## src/rtl/i2c_master_byte.sv

```systemverilog
// Single-register I2C master: one START..STOP write (3 bytes) or a
// repeated-start register read on open-drain SCL/SDA.
module i2c_master_byte #(
    parameter logic [6:0]  DEV_ADDR = 7'h21,
    parameter int unsigned CLK_DIV  = 125
) (
    input  logic       clk,
    input  logic       reset,
    input  logic       start,
    input  logic       read,
    input  logic [7:0] reg_dest,
    input  logic [7:0] data_to_send,
    input  logic       sda_in,
    output logic       scl_oe,
    output logic       sda_oe,
    output logic       busy,
    output logic       done,
    output logic       ack_err,
    output logic [7:0] rd_data
);
    typedef enum logic [2:0] {
        IDLE    = 3'd0,
        START   = 3'd1,
        TX_BYTE = 3'd2,
        RX_ACK  = 3'd3,
        RSTART  = 3'd4,
        RX_BYTE = 3'd5,
        TX_NACK = 3'd6,
        STOP    = 3'd7
    } state_t;

    localparam logic [11:0] CNT_MAX = 12'(CLK_DIV - 1);

    // Byte index 0..3 selects address-write, register, data, address-read.
    function automatic logic [7:0] tx_byte(input logic [1:0] idx, input logic [7:0] rg,
                                           input logic [7:0] dt);
        case (idx)
            2'd0:    tx_byte = {DEV_ADDR, 1'b0};
            2'd1:    tx_byte = rg;
            2'd2:    tx_byte = dt;
            default: tx_byte = {DEV_ADDR, 1'b1};
        endcase
    endfunction

    // Returns {scl_oe, sda_oe} for a given state and quarter phase.
    function automatic logic [1:0] bus_drive(input state_t st, input logic [1:0] ph, input logic txb);
        logic scl_low;
        scl_low = (ph == 2'd0) || (ph == 2'd3);
        case (st)
            IDLE:    bus_drive = 2'b00;
            START:   bus_drive = (ph == 2'd0) ? 2'b00 : ((ph == 2'd3) ? 2'b11 : 2'b01);
            TX_BYTE: bus_drive = {scl_low, ~txb};
            RX_ACK, RX_BYTE, TX_NACK: bus_drive = {scl_low, 1'b0};
            RSTART: begin
                case (ph)
                    2'd0:    bus_drive = 2'b10;
                    2'd1:    bus_drive = 2'b00;
                    2'd2:    bus_drive = 2'b01;
                    default: bus_drive = 2'b11;
                endcase
            end
            STOP:    bus_drive = (ph == 2'd0) ? 2'b11 : ((ph == 2'd3) ? 2'b00 : 2'b01);
            default: bus_drive = 2'b00;
        endcase
    endfunction

    state_t      state_r, state_n;
    logic [1:0]  phase_r, phase_n, idx_r, idx_n;
    logic [11:0] cnt_r, cnt_n;
    logic [2:0]  bit_r, bit_n;
    logic [7:0]  rx_r, rx_n, reg_r, reg_n, data_r, data_n, rd_data_r, rd_data_n;
    logic        read_r, read_n, start_d_r, busy_r, busy_n, done_r, done_n;
    logic        ack_err_r, ack_err_n, scl_oe_r, sda_oe_r;
    logic        tick_s, bit_end_s, sample_s, tx_bit_s;
    logic [7:0]  byte_s;
    logic [1:0]  drive_s;

    assign tick_s    = (cnt_r == CNT_MAX);
    assign bit_end_s = tick_s && (phase_r == 2'd3);
    assign sample_s  = (phase_r == 2'd2) && (cnt_r == 12'd0);
    // Line drive is computed from the next state so it lines up with busy.
    assign byte_s    = tx_byte(idx_n, reg_n, data_n);
    assign tx_bit_s  = byte_s[3'd7 - bit_n];
    assign drive_s   = bus_drive(state_n, phase_n, tx_bit_s);

    // State, bit timing and output registers.
    always_ff @(posedge clk) begin
        if (reset) begin
            state_r   <= IDLE;
            phase_r   <= 2'd0;
            idx_r     <= 2'd0;
            cnt_r     <= 12'd0;
            bit_r     <= 3'd0;
            rx_r      <= 8'd0;
            reg_r     <= 8'd0;
            data_r    <= 8'd0;
            read_r    <= 1'b0;
            start_d_r <= 1'b0;
            busy_r    <= 1'b0;
            done_r    <= 1'b0;
            ack_err_r <= 1'b0;
            rd_data_r <= 8'd0;
            scl_oe_r  <= 1'b0;
            sda_oe_r  <= 1'b0;
        end else begin
            state_r   <= state_n;
            phase_r   <= phase_n;
            idx_r     <= idx_n;
            cnt_r     <= cnt_n;
            bit_r     <= bit_n;
            rx_r      <= rx_n;
            reg_r     <= reg_n;
            data_r    <= data_n;
            read_r    <= read_n;
            start_d_r <= start;
            busy_r    <= busy_n;
            done_r    <= done_n;
            ack_err_r <= ack_err_n;
            rd_data_r <= rd_data_n;
            scl_oe_r  <= drive_s[1];
            sda_oe_r  <= drive_s[0];
        end
    end

    // Next-state logic: quarter-phase sequencing and byte/bit progression.
    always_comb begin
        state_n   = state_r;
        phase_n   = phase_r;
        idx_n     = idx_r;
        bit_n     = bit_r;
        rx_n      = rx_r;
        reg_n     = reg_r;
        data_n    = data_r;
        read_n    = read_r;
        busy_n    = busy_r;
        done_n    = 1'b0;
        ack_err_n = ack_err_r;
        rd_data_n = rd_data_r;
        if (state_r == IDLE) begin
            cnt_n = 12'd0;
        end else if (tick_s) begin
            cnt_n   = 12'd0;
            phase_n = phase_r + 2'd1;
        end else begin
            cnt_n = cnt_r + 12'd1;
        end
        case (state_r)
            IDLE: begin
                if (start_d_r && !start) begin
                    state_n   = START;
                    phase_n   = 2'd0;
                    bit_n     = 3'd0;
                    idx_n     = 2'd0;
                    read_n    = read;
                    reg_n     = reg_dest;
                    data_n    = data_to_send;
                    busy_n    = 1'b1;
                    ack_err_n = 1'b0;
                end else begin
                    state_n = IDLE;
                end
            end
            START: begin
                if (bit_end_s) state_n = TX_BYTE;
                else           state_n = START;
            end
            TX_BYTE: begin
                if (bit_end_s && (bit_r == 3'd7)) begin
                    state_n = RX_ACK;
                    bit_n   = 3'd0;
                end else if (bit_end_s) begin
                    bit_n = bit_r + 3'd1;
                end else begin
                    bit_n = bit_r;
                end
            end
            RX_ACK: begin
                if (sample_s && sda_in) ack_err_n = 1'b1;
                else                    ack_err_n = ack_err_r;
                if (bit_end_s && ack_err_r) begin
                    state_n = STOP;
                end else if (bit_end_s) begin
                    case (idx_r)
                        2'd0: begin
                            state_n = TX_BYTE;
                            idx_n   = 2'd1;
                        end
                        2'd1: begin
                            state_n = read_r ? RSTART : TX_BYTE;
                            idx_n   = read_r ? 2'd3 : 2'd2;
                        end
                        2'd2:    state_n = STOP;
                        default: state_n = RX_BYTE;
                    endcase
                end else begin
                    state_n = RX_ACK;
                end
            end
            RSTART: begin
                if (bit_end_s) state_n = TX_BYTE;
                else           state_n = RSTART;
            end
            RX_BYTE: begin
                if (sample_s) rx_n = {rx_r[6:0], sda_in};
                else          rx_n = rx_r;
                if (bit_end_s && (bit_r == 3'd7)) begin
                    state_n = TX_NACK;
                    bit_n   = 3'd0;
                end else if (bit_end_s) begin
                    bit_n = bit_r + 3'd1;
                end else begin
                    bit_n = bit_r;
                end
            end
            TX_NACK: begin
                if (bit_end_s) begin
                    rd_data_n = rx_r;
                    state_n   = STOP;
                end else begin
                    state_n = TX_NACK;
                end
            end
            STOP: begin
                if (bit_end_s) begin
                    state_n = IDLE;
                    busy_n  = 1'b0;
                    done_n  = 1'b1;
                end else begin
                    state_n = STOP;
                end
            end
            default: state_n = IDLE;
        endcase
    end

    assign scl_oe  = scl_oe_r;
    assign sda_oe  = sda_oe_r;
    assign busy    = busy_r;
    assign done    = done_r;
    assign ack_err = ack_err_r;
    assign rd_data = rd_data_r;
endmodule
```

## config.mk

```make
export PLATFORM = sky130hd
export DESIGN_NAME = i2c_master_byte
export DESIGN_NICKNAME = d
export VERILOG_FILES = /design/src/rtl/i2c_master_byte.sv
export SDC_FILE = /design/constraint.sdc
export NUM_CORES = 1
export LEC_CHECK = 0
export ABC_CLOCK_PERIOD_IN_PS = 9800
export BUFFER_PORTS_ARGS = -buffer_cell sky130_fd_sc_hd__buf_2
export CAP_MARGIN = 20
export CORE_ASPECT_RATIO = 1.25
export CORE_MARGIN = 5
export CORE_UTILIZATION = 35
export CTS_CLUSTER_SIZE = 10
export DETAILED_ROUTE_END_ITERATION = 7
export SETUP_SLACK_MARGIN = 0.02
export SYNTH_ARGS = -nofsm -noshare
export SYNTH_HDL_FRONTEND = slang
export SYNTH_SLANG_ARGS = --single-unit
export TNS_END_PERCENT = 50
```

## constraint.sdc

```tcl
create_clock -name clk -period 9.8 [get_ports clk]
set_input_delay 0.49 -clock clk [delete_from_list [all_inputs] [get_ports clk]]
set_output_delay 0.49 -clock clk [all_outputs]
set_load 0.02 [all_outputs]
```

==> qor.yml, run 1 <==
drt:
  wirelength_mm: 6.57
  drtAntennaViolNets: 0
  drc: 0
  drt_iter0_drc: 133
  dr.pass1.iters: 5
  dr_total_vias: 2464
  via_per_inst: 5.19
  wire_per_inst_um: 13.8
timing:
  min_period_ps: 3300
  final.setup.tns_ps: 0
  grt_setup_unrepaired: "no"
  hold_viol_final: 0
  fin_crit_sh_pct: 33.6
  max_freq_mhz: 303
  finalClockSkew_ps: 7.81
  slew_violations: 0
  setup_viol: 0
  slew_headroom_pct: 40.3
  tightest_slew_ps: 896
worst_hold_path:
  whs_path_depth: 3
  worstHoldEndpoint: "read_r"
  hold_class: "input pin to register"
  hp-start: "read"
synthesis:
  ys_async_sr_fraction_pct: 0
  yosysUniqueCellTypes: 54
  ys_ff_latch: 61
  synth_seq_area_share_pct: 41.3
  yosysWarnings: 0
  netlist_area_um2: 2950
  synth_area_leader_cell: "dfxtp_1"
  synthCells: 342
  ys_top_cells_by_area: "dfxtp_1, mux2i_1, nor2_1, ha_1, a21oi_1"
  synth_top_area_share_pct: 41.3
  synth_fp_nets: 373
  synth_edf_count: 0
  synth_ff_type: "dfxtp_1"
  syn_area_per_cell_um2: 8.64
  synth_common_cells: "nor2_1, dfxtp_1, mux2i_1"
  synth.most_common_cell: "nor2_1"
floorplanning:
  die_h_um: 113
  num_rows: 37
  pin_count: 34
  fp.dieW_um: 92.2
  core-area_um2: 8240
  start_util_pct: 35.8
  die_area_um2: 10400
power_and_ir_drop:
  total_power_w: 0.000546
  p_per_area_nw_per_um2: 159
  peakVddDrop_mv: 0.132
  leakagePower_nw: 1.37
global_route:
  grt_max_degree: 51
  grtUsageTotal_pct: 13.6
  antenna_found_initial: 0
  grt_pass1_wl_mm: 11.3
  gr-total-overflow: 0
  grt_pass1_vias: 2460
worst_setup_path:
  slowest_stage: "nor4_2"
  crit_arrival_ps: 3580
  r2r-end: "sda_oe"
  rrSetupSlack_ps: 6500
  worstPathRequired_ps: 10080
  end_kind: "register"
  regToRegStartpoint: "cnt_r[7]"
  crit_type: "register to register"
  max_stage_delay_ps: 680
  rr_worst_depth: 8
  path_max_fanout: 11
  startpoint: "cnt_r[7]"
  cp-start-kind: "register"
  path_cells: "or4_4 -> nor4_2 -> a311o_1 -> and2_4 -> a21oi_1 -> or4_1 -> a41oi_1 -> and3_1"
job:
  drv_cap: 0
final_layout:
  drive_gt1_share_pct: 15.1
  antenna-diode-count: 0
  syn2layout_area_growth_pct: 16.1
  final_util_pct: 41.6
  nets: 404
clocking:
  cts_tree: "built"
  htree_levels: 3
  cts_resized: 0
  insertion_delay_ps: 340
  numCtsBuffers: 9
  cts-root-buf: "clkbuf_8"
  clkTransAtPathRegs_ps: 70
  cts_setup_buffers: 0
  clk_path_buf_depth: 2
  cts_sinks: 61
  ctsHoldBuffers: 0
placement:
  io_buffers: 33
  gp_congestion: 0.910
  dp_hpwl_mm: 4.80
run_status:
  status: "completed"
==> through the flow <==
step / cells / hold WS (ps) / setup slack (ps) / cell area (um^2)
after floorplan: 342 / 449 / 6730 / 2950
after global placement: 459 / 476 / 6580 / 3190
after detailed placement: 459 / 480 / 6550 / 3190
after CTS: 475 / 375 / 6510 / 3430
after global routing: 475 / 376 / 6280 / 3430
final: 475 / 397 / 6500 / 3430
==> kinds of logic after synthesis <==
| family | synth area share (%) |
|---|---|
| and+or+nand+nor | 23.0 |
| DFF | 41.3 |
| AOI/OAI and AO/OA | 13.1 |
| muxes | 12.2 |
| buffers and inverters | 3.73 |
| adders and majority gates | 4.24 |
| xor gates and xnor gates | 2.37 |
==> report_power, final <==
group	switching, W	internal, W	leakage (nW)
Clock	0.0000945	0.000176	0.121
Combinational	0.0000139	0.00000881	0.755
Sequential	0.00000205	0.000251	0.493
==> critical path, delay by kind of cell, from the launching register on <==
kind / cells / cell delay [ps]
DFF: 1 / 350
AOI/OAI and AO/OA: 3 / 700
and+or+nand+nor: 5 / 2180
==> registers in the layout, summed over array words and instances (netlist names) <==
signal and cells:
scl_oe 1, sda_oe 1, state_r 3, phase_r 2
ack_err 1, rd_data 8, start_d_r 1, busy 1
idx_r 2, cnt_r 12, bit_r 3, data_r 8
read_r 1, done 1, rx_r 8, reg_r 8
==> layer usage <==
metal / share of wire, % / GRT usage [%]
met1: 45 / 16.1
met2: 47 / 21.6
met3: 3.8 / 4.26
met4: 3.7 / 8.13
met5: 0 / 0
==> cell usage in the layout (no fill, tap or decap), types with 3 or more instances in the layout <==
cell type and n:
nand2b_1 4, nand4_1 4, and2_1 3, a211oi_1 4
xor2_1 6, clkbuf_8 10, mux2i_1 35, dfxtp_1 61
bufinv_16 3, a31oi_1 4, nor4_1 3, o21a_1 3
o21ai_0 10, ha_1 10, nor2b_1 5, a21oi_1 15
nor3_1 7, nor2_1 66, inv_1 13, nand3_1 10
or3_1 4, buf_2 33, nand2_1 20
==> worst max path at each step <==
stage | end | cells after the start
5_1_grt | sda_oe | 8
3_3_place_gp | sda_oe | 8
4_1_cts | sda_oe | 8
2_1_floorplan | sda_oe | 10
6_report | sda_oe | 8
3_5_place_dp | sda_oe | 8
==> layout make-up <==
type / instances / area, um^2
timing repair buffer: 34 / 173
fill: 828 / 4810
clock buffer: 12 / 145
clock inverter: 4 / 95.1
sequential: 61 / 1220
multi-input combinational: 254 / 1630
inverter: 13 / 48.8
tap: 97 / 121
Power figures use the tool's default switching activity.
==> run 2, diff against run 1 <==
ABC_AREA = 1   (was unset)
ABC_CLOCK_PERIOD_IN_PS = 2900   (was 9800)
clock period = 2.9 ns   (was 9.8 ns; I/O delays follow)
==> run 2 against run 1 <==
Compared with the run above: utilization grew 0.14 points; via count up 11%; clock power rose to 3.1 times the previous value; critical endpoint unchanged; highest routed layer unchanged.
==> qor.yml, run 2 <==
run_status:
  status: "completed"
floorplanning:
  start_util_pct: 36.0  # +0.19 points
  die_h_um: 116  # +3.0%
  die_area_um2: 11000  # +6.1%
  core-area_um2: 8750  # +6.2%
  fp.dieW_um: 94.9  # +3.0%
  pin_count: 34  # unchanged
  num_rows: 38  # +2.7%
final_layout:
  drive_gt1_share_pct: 19.4  # +4.3 points
  final_util_pct: 41.8  # +0.14 points
  regMostFlops: "cnt_r"
  largest_register_ffs: 12  # unchanged
  syn2layout_area_growth_pct: 15.9
  fin_cells: 579  # +22%
  nets: 485  # +20%
  final_common_cell: "dfxtp_1"
  layout_common_cells: "dfxtp_1, nand2_1, nor2_1, inv_1"
  antenna-diode-count: 0  # unchanged
synthesis:
  ys_ff_latch: 61  # unchanged
  ys_top_cells_by_area: "dfxtp_1, nand2_1, nor2_1, inv_1, nand3_1"
  synth_seq_area_share_pct: 38.7  # -2.6 points
  synth_fp_nets: 448  # +20%
  syn_area_per_cell_um2: 7.56  # -12%
  ys_async_sr_fraction_pct: 0  # unchanged
  synth.most_common_cell: "dfxtp_1"
  synthCells: 417  # +22%
  yosysUniqueCellTypes: 43  # -20%
  synth_area_leader_cell: "dfxtp_1"
  synth_common_cells: "dfxtp_1, nand2_1, nor2_1"
  yosysWarnings: 0  # unchanged
  synth_top_area_share_pct: 38.7  # -2.6 points
  netlist_area_um2: 3150  # +6.7%
  synth_edf_count: 0  # unchanged
  synth_ff_type: "dfxtp_1"
clocking:
  numCtsBuffers: 9  # unchanged
  cts-root-buf: "clkbuf_8"
  clk_path_buf_depth: 2  # unchanged
  cts_setup_buffers: 0  # unchanged
  clkTransAtPathRegs_ps: 70  # about the same
  cts_resized: 0  # unchanged
  cts_sinks: 61  # unchanged
  insertion_delay_ps: 330  # about the same
  cts_tree: "built"
  htree_levels: 3  # unchanged
  ctsHoldBuffers: 0  # unchanged
worst_setup_path:
  cp-start-kind: "register"
  max_stage_delay_ps: 360  # -320 ps
  crit_arrival_ps: 2700  # -880 ps
  worstPathRequired_ps: 3110  # -6970 ps
  startpoint: "cnt_r[0]"
  path_cells: "inv_1 -> ha_1 -> inv_1 -> nor2_4 -> nand3_4 -> nor2_1 -> inv_1 -> o21ai_0 -> inv_1 -> ha_1 -> o21ai_1 -> nor2_1 -> nand2_1 -> o21ai_1 -> a21oi_1 -> a21oi_1"
  crit_type: "register to register"
  end_kind: "register"
  cpMostUsedCell: "inv_1"
  crit_family: "compound AO/OA/AOI/OAI gates"
  rrSetupSlack_ps: 410  # -6090 ps
  slowest_stage: "o21ai_0"
  crit_buf_inv: 4  # +4
  regToRegStartpoint: "cnt_r[0]"
  path_max_fanout: 4  # -7
power_and_ir_drop:
  peakVddDrop_mv: 0.247  # +87%
  leakagePower_nw: 1.59  # +16%
  p_per_area_nw_per_um2: 485  # +200%
  total_power_w: 0.00177  # +220%
timing:
  finalClockSkew_ps: 7.56  # -0.255 ps
  slew_violations: 0  # unchanged
  fin_crit_sh_pct: 85.9  # +52 points
  hold_viol_final: 0  # unchanged
  setup_viol: 0  # unchanged
  slew_headroom_pct: 66.6  # +26 points
  max_freq_mhz: 402  # +32%
  min_period_ps: 2490  # -807 ps
  grt_setup_unrepaired: "no"
  setup_ws_ps: 410  # -6090 ps
  tightest_slew_ps: 499  # -397 ps
  final.setup.tns_ps: 0  # unchanged
global_route:
  grt_max_degree: 38  # -25%
  grtUsageTotal_pct: 13.7  # +0.027 points
  grt_pass1_wl_mm: 12.1  # +6.9%
  antenna_found_initial: 0  # unchanged
  grt_pass1_vias: 2750  # +12%
  gr-total-overflow: 0  # unchanged
drt:
  drc: 0  # unchanged
  via_per_inst: 4.71  # -9.2%
  wire_per_inst_um: 11.8  # -15%
  drt_iter0_drc: 156  # +17%
  wirelength_mm: 6.80  # +3.6%
  dr_total_vias: 2726  # +11%
  dr.pass1.iters: 4  # -1
  drtAntennaViolNets: 0  # unchanged
placement:
  place_ws_ps: 417  # -6130 ps
  dp_hpwl_mm: 5.11  # +6.5%
  io_buffers: 33  # unchanged
  gp_congestion: 0.773  # -15%
  placed_cells: 563  # +23%
worst_hold_path:
  hold_class: "input pin to register"
  hp-start: "read"
job:
  drv_cap: 0  # unchanged
## run 2: cell types whose count changed after synthesis, sizes merged, moves of 12 or more
| cell | delta |
|---|---|
| inv | +45 |
| nand3 | +25 |
| mux2i | -23 |
| a21oi | +12 |
| nand2 | +45 |
| o21ai | +13 |
## run 2: cell type report
class | instances | area (um^2)
inverter | 58 | 218
multi-input combinational | 289 | 1670
clock buffer | 9 | 124
timing repair buffer | 35 | 180
sequential | 61 | 1220
tap | 120 | 150
fill | 929 | 5090
clock inverter | 7 | 90.1
## run 2: worst paths after layout
check | end | depth (start not counted)
max | sda_oe | 16
min | read_r | 3
max reg2reg | sda_oe | 16
min reg2reg | cnt_r[0] | 1
## run 2: layer usage
layer	share of wire [%]	wire length [um]	vias to the layer above	global-route usage [%]
li1	-	-	1439	-
met1	45	3080	1239	16.2
met2	50	3410	44	24.1
met3	3.9	267	4	3.03
met4	0.72	49	0	4.91
met5	0	0	-	0
## run 2: metrics by stage
| stage | area (um^2) | hold slack [ps] |
|---|---|---|
| 6_report | 3650 | 47.0 |
| 5_1_grt | 3650 | 64.5 |
| 4_1_cts | 3650 | 41.6 |
| 3_5_place_dp | 3440 | 397 |
| 3_3_place_gp | 3440 | 389 |
| 2_1_floorplan | 3150 | 280 |
## run 2: logic make-up (layout without fill, tap and decap cells)
family                   after synthesis  after routing  synth area share (%)
AO/OA/AOI/OAI                         61             61                  11.5
XOR/XNOR                               2              2                 0.556
adder cells (fa/ha/maj)               10             10                  3.97
buffers and inverters                 67            109                  8.29
flip-flops                            61             61                  38.7
multiplexers                          12             12                  3.81
AND/OR/NAND/NOR                      204            204                  33.1
## run 2: power breakdown
part | internal (W) | leakage (nW) | switching, W
clock network | 0.000479 | 0.105 | 0.000349
logic | 0.0000343 | 0.989 | 0.0000542
registers | 0.000849 | 0.493 | 0.00000491
total | 0.00136 | 1.59 | 0.000408
## run 2: tightest hold or removal path, cell delays in order
cell	delay, ps
buf_2	80
nor2_1	40
nor2_1	80
==> run 3, diff against run 2 <==
--- a/config.mk
+++ b/config.mk
@@ -15,4 +15,5 @@
 export CTS_CLUSTER_SIZE = 10
 export DETAILED_ROUTE_END_ITERATION = 7
+export RECOVER_POWER = 100
 export SETUP_SLACK_MARGIN = 0.02
 export SYNTH_ARGS = -nofsm -noshare
==> constraint.sdc (replaced) <==
create_clock -name clk -period 2.9 [get_ports clk]
set_input_delay 0.29 -clock clk [delete_from_list [all_inputs] [get_ports clk]]
set_output_delay 0.29 -clock clk [all_outputs]
set_load 0.02 [all_outputs]
==> run 3 against run 2 <==
Compared with the run above: combinational power fell by 2%; clock power down 1%; clock skew decreased by 0.91 ps; power fell by 0.68%; final area shrank 1.4%; highest routed layer unchanged; largest power group unchanged; sequential power barely moved; sequential cell count unchanged; worst setup slack worse by 93 ps; cell count stayed put; non-clock buffer count stayed put; hold slack improved by 140 ps; critical path depth unchanged.
==> qor.yml, run 3 (same netlist as run 2, synthesis figures left out) <==
final_layout:
  nets: 485  # unchanged
  final_common_cell: "dfxtp_1"
  antenna-diode-count: 0  # unchanged
  regMostFlops: "cnt_r"
  layout_common_cells: "dfxtp_1, nor2_1, nand2_1, inv_1, nand3_1"
  largest_register_ffs: 12  # unchanged
  syn2layout_area_growth_pct: 14.2
  drive_gt1_share_pct: 15.0  # -4.4 points
placement:
  gp_congestion: 0.786  # +1.7%
  io_buffers: 33  # unchanged
  dp_hpwl_mm: 5.13  # +0.47%
clocking:
  cts_tree: "built"
  insertion_delay_ps: 340  # about the same
  cts-root-buf: "clkbuf_8"
  clk_path_buf_depth: 2  # unchanged
  cts_sinks: 61  # unchanged
  htree_levels: 3  # unchanged
  clkTransAtPathRegs_ps: 70  # about the same
  ctsHoldBuffers: 0  # unchanged
  cts_setup_buffers: 0  # unchanged
  numCtsBuffers: 9  # unchanged
  cts_resized: 0  # unchanged
timing:
  hold_viol_final: 0  # unchanged
  final.setup.tns_ps: 0  # unchanged
  finalClockSkew_ps: 6.65  # -0.906 ps
  fin_crit_sh_pct: 89.1  # +3.2 points
  min_period_ps: 2580  # +93.2 ps
  grt_setup_unrepaired: "no"
  slew_headroom_pct: 50.7  # -16 points
  slew_violations: 0  # unchanged
  setup_viol: 0  # unchanged
  max_freq_mhz: 387  # -3.6%
  tightest_slew_ps: 737  # +238 ps
drt:
  dr.pass1.iters: 5  # +1
  dr_total_vias: 2731  # +0.18%
  drtAntennaViolNets: 0  # unchanged
  wirelength_mm: 6.86  # +0.76%
  via_per_inst: 4.72  # +0.18%
  drc: 0  # unchanged
  wire_per_inst_um: 11.8  # +0.76%
  drt_iter0_drc: 141  # -9.6%
  wl_met1_mm: 3.08  # about the same
  dr_wl_met2_mm: 3.42  # +0.44%
  route.top_layer_used: "met4"
  route.met3.wl_um: 307  # +15%
worst_setup_path:
  crit_arrival_ps: 2860  # +160 ps
  path_max_fanout: 8  # +4
  crit_type: "register to register"
  rrSetupSlack_ps: 320  # -90 ps
  r2r-end: "sda_oe"
  end_kind: "register"
  cp-start-kind: "register"
  worstPathRequired_ps: 3170  # +60 ps
  rr_worst_depth: 16  # unchanged
  regToRegStartpoint: "cnt_r[0]"
worst_hold_path:
  hold_class: "input pin to register"
  hp-start: "read"
  worstHoldEndpoint: "read_r"
  whs_path_depth: 3  # unchanged
floorplanning:
  start_util_pct: 36.0  # unchanged
  die_area_um2: 11000  # unchanged
  die_h_um: 116  # unchanged
  pin_count: 34  # unchanged
  num_rows: 38  # unchanged
  core-area_um2: 8750  # unchanged
  fp.dieW_um: 94.9  # unchanged
global_route:
  grt_pass1_wl_mm: 12.0  # -0.29%
  gr-total-overflow: 0  # unchanged
  antenna_found_initial: 0  # unchanged
  grtUsageTotal_pct: 13.8  # +0.14 points
  grt_max_degree: 38  # unchanged
  grt_pass1_vias: 2739  # -0.40%
power_and_ir_drop:
  leakagePower_nw: 1.49  # -6.0%
  p_per_area_nw_per_um2: 488  # +0.73%
  total_power_w: 0.00176  # -0.68%
  peakVddDrop_mv: 0.231  # -6.3%
job:
  drv_cap: 0  # unchanged
run_status:
  status: "completed"
run 3: layout make-up:
type / count / area (um^2)
sequential: 61 / 1220
clock inverter: 7 / 90.1
multi-input combinational: 289 / 1640
fill: 955 / 5150
inverter: 58 / 218
tap: 120 / 150
timing repair buffer: 35 / 160
clock buffer: 9 / 124
run 3: worst max path at each step:
stage | depth (start not counted) | to | slack, ps | from
5_1_grt | 16 | sda_oe | 80 | cnt_r[0]
6_report | 16 | sda_oe | 320 | cnt_r[0]
3_5_place_dp | 16 | sda_oe | 410 | cnt_r[0]
2_1_floorplan | 16 | sda_oe | 670 | cnt_r[0]
4_1_cts | 16 | sda_oe | 370 | cnt_r[0]
3_3_place_gp | 16 | sda_oe | 500 | cnt_r[0]
run 3: worst max-delay path, stage by stage (launching register included):
cell and delay, ps:
dfxtp_1 340, inv_1 60, ha_1 160, inv_1 70, nor2_4 160, nand3_4 100, nor2_1 580, nand4_1 150
nand2_1 100, nand2_1 180, nand3b_1 150, nand3_1 80, nand3_1 90, nand3_1 70, nand2_1 80, nand2_1 50
a21oi_1 100
run 3: power by group:
part           internal [W]  switching [W]  total [W]
combinational     0.0000334      0.0000531  0.0000865
clock              0.000478       0.000339   0.000818
sequential         0.000850     0.00000465   0.000854
run 3: metrics by stage:
stage | worst slack, ps | util (%) | cell area, um^2 | instances | hold WS (ps)
finish | 316 | 41.2 | 3600 | 579 | 183
CTS | 374 | 41.8 | 3650 | 579 | 179
global route | 81.2 | 41.2 | 3600 | 579 | 200
detailed placement | 409 | 39.3 | 3440 | 563 | 453
floorplan | 672 | - | 3150 | 417 | 425
global placement | 502 | 39.3 | 3440 | 563 | 445
run 3: routing by layer:
metal  track usage (%)  vias up
li1                  -     1435
met5                 0        -
met4              5.58        0
met2              23.7       59
met1              16.4     1233
met3              3.35        4
